**src/rtl/if_fetch_stage.sv**
```systemverilog
// Instruction-fetch stage: owns the word PC, drives the imem req/ready handshake, feeds IF/ID.
// Optional performance counters are enabled with `define FETCH_PERF_CNT_EN.
module if_fetch_stage #(
  parameter int unsigned         PC_W     = 30,
  parameter logic [PC_W-1:0]     RESET_PC = '0
) (
  input  logic            clk,
  input  logic            rst,
  input  logic            hazard,
  input  logic            redirect_valid,
  input  logic [PC_W-1:0] redirect_target,
  output logic            imem_req,
  output logic [PC_W-1:0] imem_addr,
  input  logic            imem_ready,
  input  logic [31:0]     imem_rdata,
  output logic [PC_W-1:0] pc_plus_4,
  output logic [31:0]     if_ins,
  output logic            if_valid,
  output logic            flush
`ifdef FETCH_PERF_CNT_EN
  ,
  output logic [31:0]     perf_fetched,
  output logic [31:0]     perf_stall
`endif
);

  localparam logic [1:0] FETCH = 2'd0;
  localparam logic [1:0] HOLD  = 2'd1;
  localparam logic [1:0] KILL  = 2'd2;

  logic [1:0]      state_q, state_d;
  logic [PC_W-1:0] pc_q, pc_d;
  logic [PC_W-1:0] tgt_q, tgt_d;
  logic [PC_W-1:0] ppc_q, ppc_d;
  logic [31:0]     ins_q, ins_d;
  logic            valid_q, valid_d;
  logic            flush_q, flush_d;
  logic            fire;

  always_ff @(posedge clk) begin
    if (rst) begin
      state_q <= FETCH;
      pc_q    <= RESET_PC;
      tgt_q   <= RESET_PC;
      ppc_q   <= '0;
      ins_q   <= '0;
      valid_q <= 1'b0;
      flush_q <= 1'b0;
    end else begin
      state_q <= state_d;
      pc_q    <= pc_d;
      tgt_q   <= tgt_d;
      ppc_q   <= ppc_d;
      ins_q   <= ins_d;
      valid_q <= valid_d;
      flush_q <= flush_d;
    end
  end

  // A stalled HOLD re-issues on the cycle hazard drops; a raised request is never retracted.
  always_comb begin
    state_d   = state_q;
    pc_d      = pc_q;
    tgt_d     = tgt_q;
    ppc_d     = ppc_q;
    ins_d     = ins_q;
    valid_d   = valid_q;
    flush_d   = 1'b0;
    imem_addr = pc_q;
    imem_req  = !rst && ((state_q != HOLD) || (!hazard && !redirect_valid));
    fire      = imem_req && imem_ready;

    case (state_q)
      KILL: begin
        valid_d = 1'b0;
        if (redirect_valid) begin
          tgt_d   = redirect_target;
          flush_d = 1'b1;
        end
        if (fire) begin
          pc_d    = redirect_valid ? redirect_target : tgt_q;
          state_d = FETCH;
        end
      end
      default: begin
        if (redirect_valid) begin
          flush_d = 1'b1;
          valid_d = 1'b0;
          if (imem_req && !imem_ready) begin
            tgt_d   = redirect_target;
            state_d = KILL;
          end else begin
            pc_d    = redirect_target;
            state_d = FETCH;
          end
        end else if (imem_req) begin
          if (imem_ready) begin
            ins_d   = imem_rdata;
            ppc_d   = PC_W'(pc_q + 1'b1);
            pc_d    = PC_W'(pc_q + 1'b1);
            valid_d = 1'b1;
            state_d = hazard ? HOLD : FETCH;
          end else begin
            valid_d = 1'b0;
            state_d = FETCH;
          end
        end
      end
    endcase
  end

  assign pc_plus_4 = ppc_q;
  assign if_ins    = ins_q;
  assign if_valid  = valid_q;
  assign flush     = flush_q;

`ifdef FETCH_PERF_CNT_EN
  logic accept;
  logic stall_evt;

  assign accept    = fire && !redirect_valid && (state_q != KILL);
  assign stall_evt = (imem_req && !imem_ready) || (state_q == HOLD);

  // Saturating event counters.
  always_ff @(posedge clk) begin
    if (rst) begin
      perf_fetched <= '0;
      perf_stall   <= '0;
    end else begin
      if (accept && (perf_fetched != 32'hFFFF_FFFF)) perf_fetched <= perf_fetched + 32'd1;
      if (stall_evt && (perf_stall != 32'hFFFF_FFFF)) perf_stall <= perf_stall + 32'd1;
    end
  end
`endif

endmodule

```
**config.mk**
```make
export PLATFORM = sky130hd
export DESIGN_NAME = if_fetch_stage
export DESIGN_NICKNAME = d
export VERILOG_FILES = /design/src/rtl/if_fetch_stage.sv
export SDC_FILE = /design/constraint.sdc
export NUM_CORES = 1
export LEC_CHECK = 0
export ABC_AREA = 1
export BUFFER_PORTS_ARGS = -buffer_cell sky130_fd_sc_hd__buf_2
export CORE_MARGIN = 1
export CORE_UTILIZATION = 48
export DETAILED_ROUTE_END_ITERATION = 8
export PLACE_DENSITY = 0.77
export SYNTH_ARGS = -nofsm -noshare
export SYNTH_HDL_FRONTEND = slang
export SYNTH_SLANG_ARGS = --single-unit
```
**constraint.sdc**
```tcl
create_clock -name clk -period 1.7 [get_ports clk]
set_input_delay 0.085 -clock clk [delete_from_list [all_inputs] [get_ports clk]]
set_output_delay 0.085 -clock clk [all_outputs]
set_load 0.05 [all_outputs]
```
==> results of run 1 <==
-- kinds of logic after synthesis --
logic type	Yosys count
xor gates and xnor gates	11
and+or+nand+nor	507
buffers and inverters	124
DFF	126
AOI/OAI and AO/OA	171
adders and majority gates	1
-- metrics by stage --
step	total power [mW]	util, %	hold WS [ns]	area (um2)
2_1_floorplan	4.57	-	0.220	6150
3_3_place_gp	5.04	59.6	0.304	7280
5_1_grt	9.35	70.0	0.0179	8550
4_1_cts	8.98	69.2	0.0168	8450
6_report	8.98	70.0	0.0186	8550
3_5_place_dp	5.06	59.6	0.315	7280
-- cell type report --
class                   count  area, um2  area share (%)
diodes                      1       2.50          0.0293
clock buffers              20        458            5.36
clock inverters            12        165            1.93
inverters                  75        292            3.41
multi-input cells         690       3110            36.4
flip-flops and latches    126       2540            29.8
well taps                 168        210            2.46
repair buffers            254       1770            20.7
-- how the worst min path moves through the flow --
stage | from | to
finish | imem_ready | if_valid
global route | imem_ready | if_valid
CTS | imem_ready | if_valid
detailed placement | imem_rdata[26] | if_ins[26]
global placement | imem_rdata[11] | if_ins[11]
floorplan | imem_rdata[26] | if_ins[26]
-- what timing repair did --
action / CTS / global route
hold endpoints to repair: 52 / 0
pin swaps: 1 / 3
gates resized for setup: 0 / 28
gates cloned: 0 / 0
setup endpoints to repair: 2 / 76
setup buffers: 1 / 2
hold buffers: 52 / 0
-- flip-flops by register name (all words and copies together) (netlist names) --
signal	cells
flush	1
pc_plus_4	30
if_ins	32
tgt_q	30
state_q	2
if_valid	1
imem_addr	30
-- synth_stat cells, types with 2 or more instances --
cell type  instances  area [um2]
o211ai_1           2        15.0
a31oi_1           17         106
nor3_1             9        45.0
nand2_4            2        22.5
buf_4              7        52.6
nand4_1            2        12.5
nor2_4             4        45.0
a22oi_1            3        22.5
inv_1             70         263
buf_6              7        78.8
o21ai_0           94         470
and2_1             2        12.5
dfxtp_1          126        2520
inv_2              4        15.0
nand2_2            3        18.8
a21oi_1           45         225
o21ai_1            7        35.0
nand3_1           27         135
nor2_1           196         736
xor2_1            11        96.3
nor2_2             2        12.5
clkbuf_1          19        71.3
buf_1              2        7.51
nand2_1          259         972
buf_2             14        70.1
-- critical path, delay by kind of cell, from the launching register on --
kind | cells | cell delay, ns
buf+inv | 2 | 0.27
compound gates | 2 | 0.23
simple gates | 5 | 0.65
flops | 1 | 0.35
-- power by group through the flow --
stage	Combinational [mW]	Clock, mW	Sequential, mW
3_5_place_dp	1.67	0	3.38
6_report	1.81	3.83	3.34
4_1_cts	1.78	3.87	3.32
5_1_grt	1.98	4.02	3.36
3_3_place_gp	1.65	0	3.38
2_1_floorplan	0.695	0	3.88
-- layer usage --
layer	routed length (um)	vias up	global-route usage, %	part of all wire [%]
li1	-	3431	-	-
met1	7740	3107	35.0	42
met2	9060	247	49.3	49
met3	1140	44	6.27	6.1
met4	623	0	14.5	3.4
met5	0	-	0	0
==> summary.txt, run 1 <==
Status
  • Status: complete, no violations

Clock network
  • Root Buffer: clkbuf_16
  • TritonCTS buffer count: 17
  • Worst skew pair latency: 0.42 ns
  • CTS tree: done
  • Clock tree buffer depth: 2
  • H-tree Lvls: 4
  • Sink Count: 126
  • CTS clk-pin slew, worst paths: 0.06 ns

Routing
  • Vias per Instance: 5.07
  • Routed Antenna Nets: 0
  • Pre-antenna DRT Iters: 6
  • DRC viols: 0
  • WL final: 18,600 um
  • DRC violation total after the first TritonRoute iteration: 480
  • Routed vias: 6,829
  • WL per Instance: 13.8 um

Yosys
  • Post-synthesis mux area share: 0%
  • Syn_nets: 1,008
  • Simple-Gate Fraction of Synth Area: 33.0%
  • Register area share after synthesis: 41.1%
  • Synth unique cells: 31
  • Mapped Cells: 940
  • Mapped Area: 6130 um2
  • Yosys warns: 0
  • Compound-Gate Fraction of Synth Area: 14.8%
  • Avg Inst Size Synth: 6.53 um2
  • Register bit count reported by yosys: 126
  • Synth Flop Type: dfxtp_1
  • Xor-xnor portion of the synthesized cell area: 1.57%
  • Largest family of logic cells by synthesized area: simple AND/OR/NAND/NOR gates
  • Async S/R FF share, synth: 0%
  • Post-synth EDFFs: 0
  • Post-Synth Adder-Cell Area: 0.204%

Finish
  • Area Overhead vs Synth: 39.4%
  • Non-filler cells, final: 1,346
  • Filler Cells Inserted: 1,041
  • Layout cell share with drive strength beyond 1: 23.1%
  • Most common cell after layout, fill and taps aside: nand2_1
  • Most frequent cells in the layout: 257 x nand2_1, 189 x nor2_1, 161 x buf_2, 115 x dfxtp_1, 91 x o21ai_0
  • Layout Nets: 1,232

Setup path
  • Critical path endpoint category: flip-flop
  • Critical path class: reg -> reg
  • CP Launch Point: state_q[0]
  • CP arrival: 1.92 ns
  • Worst R2R End: imem_addr[22]
  • Reg2reg setup slack: 0.09 ns
  • Crit path largest cell delay: 0.35 ns
  • Crit Path Max Fanout: 26
  • Critical path destination: imem_addr[22]
  • Critical register-to-register path startpoint: state_q[0]
  • Data required, critical path: 2.01 ns
  • Slowest CP cell: dfxtp_4
  • R2r worst-path depth: 9
  • Startpoint types: flip-flop
  • CP Cell Sequence: inv_1 -> nand2_1 -> nor2_2 -> buf_12 -> nand2_1 -> o21ai_0 -> nor2_1 -> nor2_2 -> a21oi_1

Power
  • Sw Ratio: 30.2%
  • P_sw: 2.71 mW
  • Cell-internal power: 6.27 mW
  • Sequential power share: 37.1%
  • Comb pwr share: 20.2%
  • Peak supply drop: 0.950 mV
  • PD cells: 1050 nW/um2
  • Clk pwr share: 42.7%
  • Leakage: 4.22 nW

Worst hold path
  • Hold Path Cell Cnt: 3
  • Hold Crit Class: in -> reg

STA
  • Count of final hold-check violations: 0
  • Max Clk Rate: 0.620 GHz
  • Worst Skew: 0.00998 ns
  • Final Cycle Share: 94.9%
  • Max Slew Vio Count: 0
  • Slew HR: 74.3%
  • Final WS setup: 0.0865 ns
  • Min Tclk post-route: 1.61 ns
  • Final Setup Violations: 0
  • Fin Setup TNS: 0 ns
  • Worst-Margin Slew: 0.386 ns
  • RSZ-0062 raised after global routing: true

Run
  • Max_cap viols: 0

Global route
  • Initial antenna violation count: 0
  • Largest net degree at the start of global routing: 101
  • Total grt overflow: 0
  • GRT Overall Usage: 29.1%
  • Vias in the first global route: 6,405
  • First-pass GRT wire length: 29,900 um

Floorplan
  • Chip width: 115 um
  • Initial Util: 50.2%
  • Core Area: 12,200 um2
  • Die area: 13,200 um2
  • Cell row count: 40
  • Num ports: 162
  • Chip Height: 115 um

Placement
  • Post-Place Setup Slack: 0.0174 ns
  • RD Place Congestion: 0.913
  • Port Buffers: 161
  • Inst Count DP: 1,258
  • Post-DP HPWL: 12,400 um
Note: power is estimated with default switching activity, not from simulation.
==> run 2, diff against run 1 <==
--- a/config.mk
+++ b/config.mk
@@ -10,6 +10,7 @@
 export CORE_MARGIN = 1
 export CORE_UTILIZATION = 48
 export DETAILED_ROUTE_END_ITERATION = 8
+export MAX_ROUTING_LAYER = met4
 export PLACE_DENSITY = 0.77
 export SYNTH_ARGS = -nofsm -noshare
 export SYNTH_HDL_FRONTEND = slang
==> summary.txt, run 2 (synthesized netlist as in run 1, its figures left out) <==
Status
  • Status: complete, no violations (unchanged)

STA
  • Final Setup Violations: 0 (unchanged)
  • Min Tclk post-route: 1.62 ns (was 1.61 ns)
  • Count of final hold-check violations: 0 (unchanged)
  • Max Slew Vio Count: 0 (unchanged)
  • RSZ-0062 raised after global routing: true (unchanged)
  • Worst-Margin Slew: 0.414 ns (was 0.386 ns)
  • Final Cycle Share: 95.2% (was 94.9%)
  • Slew HR: 72.4% (was 74.3%)
  • Max Clk Rate: 0.618 GHz (was 0.620 GHz)
  • Worst Skew: 0.00680 ns (was 0.00998 ns)

Setup path
  • CP arrival: 1.93 ns (was 1.92 ns)
  • Critical register-to-register path startpoint: state_q[0] (unchanged)
  • Worst R2R End: pc_plus_4[17] (was imem_addr[22])
  • Reg2reg setup slack: 0.08 ns (was 0.09 ns)
  • R2r worst-path depth: 11 (was 9)
  • CP Launch Point: state_q[0] (unchanged)
  • Critical path class: reg -> reg (unchanged)
  • Crit Path Max Fanout: 18 (was 26)
  • Critical path destination: pc_plus_4[17] (was imem_addr[22])
  • Startpoint types: flip-flop (unchanged)
  • Critical path endpoint category: flip-flop (unchanged)
  • Data required, critical path: 2.01 ns (about the same)

Power
  • Peak supply drop: 0.953 mV (was 0.950 mV)
  • P_sw: 2.71 mW (about the same)
  • Clk pwr share: 42.7% (about the same)
  • PD cells: 1050 nW/um2 (about the same)
  • Leakage: 4.21 nW (was 4.22 nW)
  • Cell-internal power: 6.27 mW (about the same)
  • Comb pwr share: 20.2% (about the same)
  • Sw Ratio: 30.2% (about the same)
  • Sequential power share: 37.1% (about the same)

Clock network
  • CTS clk-pin slew, worst paths: 0.06 ns (about the same)
  • H-tree Lvls: 4 (unchanged)
  • CTS tree: done (unchanged)
  • Clock tree buffer depth: 2 (unchanged)
  • Sink Count: 126 (unchanged)
  • Worst skew pair latency: 0.42 ns (about the same)
  • TritonCTS buffer count: 17 (unchanged)
  • Root Buffer: clkbuf_16 (unchanged)

Global route
  • Total grt overflow: 0 (unchanged)
  • Vias in the first global route: 6,403 (was 6,405)
  • Initial antenna violation count: 0 (unchanged)
  • First-pass GRT wire length: 29,800 um (was 29,900 um)
  • GRT Overall Usage: 30.0% (was 29.1%)
  • Largest net degree at the start of global routing: 101 (unchanged)

Routing
  • WL final: 18,600 um (about the same)
  • Routed Antenna Nets: 0 (unchanged)
  • DRC viols: 0 (unchanged)
  • DRC violation total after the first TritonRoute iteration: 475 (was 480)
  • Routed vias: 6,777 (was 6,829)
  • Pre-antenna DRT Iters: 7 (was 6)
  • WL per Instance: 13.8 um (about the same)
  • Vias per Instance: 5.03 (was 5.07)

Placement
  • Post-DP HPWL: 12,400 um (unchanged)
  • Area after DPL: 7280 um2 (unchanged)
  • RD Place Congestion: 0.929 (was 0.913)
  • Port Buffers: 161 (unchanged)

Finish
  • Layout Nets: 1,232 (unchanged)
  • Most common cell after layout, fill and taps aside: nand2_1 (unchanged)
  • Most frequent cells in the layout: 258 x nand2_1, 190 x nor2_1, 161 x buf_2, 115 x dfxtp_1, 89 x o21ai_0 (was 257 x nand2_1, 189 x nor2_1, 161 x buf_2, 115 x dfxtp_1, 91 x o21ai_0)
  • Util after Layout: 69.9% (was 70.0%)
  • Final design area excluding fillers: 8540 um2 (was 8550 um2)
  • Filler Cells Inserted: 1,042 (was 1,041)
  • Max reg flops: 32 (unchanged)
  • Layout cell share with drive strength beyond 1: 22.9% (was 23.1%)
  • Area Overhead vs Synth: 39.2% (was 39.4%)

Worst hold path
  • Hold Crit Class: in -> reg (unchanged)
  • Hold path startpoint: imem_ready (unchanged)

Run
  • Max_cap viols: 0 (unchanged)

Floorplan
  • Core Area: 12,200 um2 (unchanged)
  • Die area: 13,200 um2 (unchanged)
  • Chip Height: 115 um (unchanged)
  • Num ports: 162 (unchanged)
  • Cell row count: 40 (unchanged)
  • Chip width: 115 um (unchanged)
  • Initial Util: 50.2% (unchanged)
[run 2: cell counts in the layout (fill, tap and decap cells not counted)]
Identical to the previous run, type by type.
[run 2: worst min-delay path by stage]
stage	cells after the start	endpoint
after floorplan	2	if_ins[26]
after global placement	3	if_ins[11]
after detailed placement	3	if_ins[26]
after CTS	3	if_valid
after global routing	3	if_valid
final	3	if_valid
[run 2: cell type report]
| class | instances | area, um2 | share of cell area (%) |
|---|---|---|---|
| diodes | 1 | 2.50 | 0.0293 |
| clock buffers | 20 | 458 | 5.36 |
| clock inverters | 12 | 165 | 1.93 |
| inverters | 75 | 289 | 3.38 |
| multi-input cells | 690 | 3110 | 36.4 |
| flip-flops and latches | 126 | 2540 | 29.8 |
| well taps | 168 | 210 | 2.46 |
| repair buffers | 254 | 1770 | 20.7 |
[run 2: timing repair]
item | 4_1_cts | 5_1_grt
hold buffers | 52 | 0
gates cloned | 0 | 0
buffers inserted | 1 | 2
hold endpoints to repair | 52 | 0
setup endpoints to repair | 2 | 76
pin swaps | 1 | 3
gates resized for setup | 0 | 27
[run 2: through the flow]
stage	hold WS, ns	setup TNS, ns	power [mW]	std cells	setup slack, ns
floorplan	0.220	0	4.57	940	0.0134
CTS	0.0168	0	8.98	1343	0.00833
global placement	0.304	0	5.04	1258	0.0529
detailed placement	0.315	0	5.06	1258	0.0174
finish	0.00946	0	8.97	1346	0.0813
global route	0.00221	-0.706	9.35	1345	-0.0615
[run 2: layer usage]
| metal | up-vias | part of all wire [%] | track usage (%) |
|---|---|---|---|
| met5 | - | 0 | - |
| met4 | 0 | 3.3 | 14.0 |
| met3 | 42 | 6.0 | 6.33 |
| met2 | 240 | 49 | 49.4 |
| met1 | 3056 | 42 | 35.0 |
| li1 | 3439 | - | - |
[run 2: critical path: stages (launching register included)]
cell and delay (ns):
dfxtp_4 0.35, inv_1 0.06, nor2_1 0.05, nand2_1 0.08, nand2_2 0.10, inv_2 0.10, nand2_4 0.07, inv_2 0.13
nand2_8 0.13, buf_12 0.18, o21ai_0 0.18, inv_1 0.05
[run 2: power groups by stage]
stage,clock (mW),sequential [mW],combinational (mW)
floorplan,0,3.88,0.695
global placement,0,3.38,1.65
detailed placement,0,3.38,1.67
CTS,3.87,3.32,1.78
global route,4.02,3.36,1.97
finish,3.83,3.33,1.81
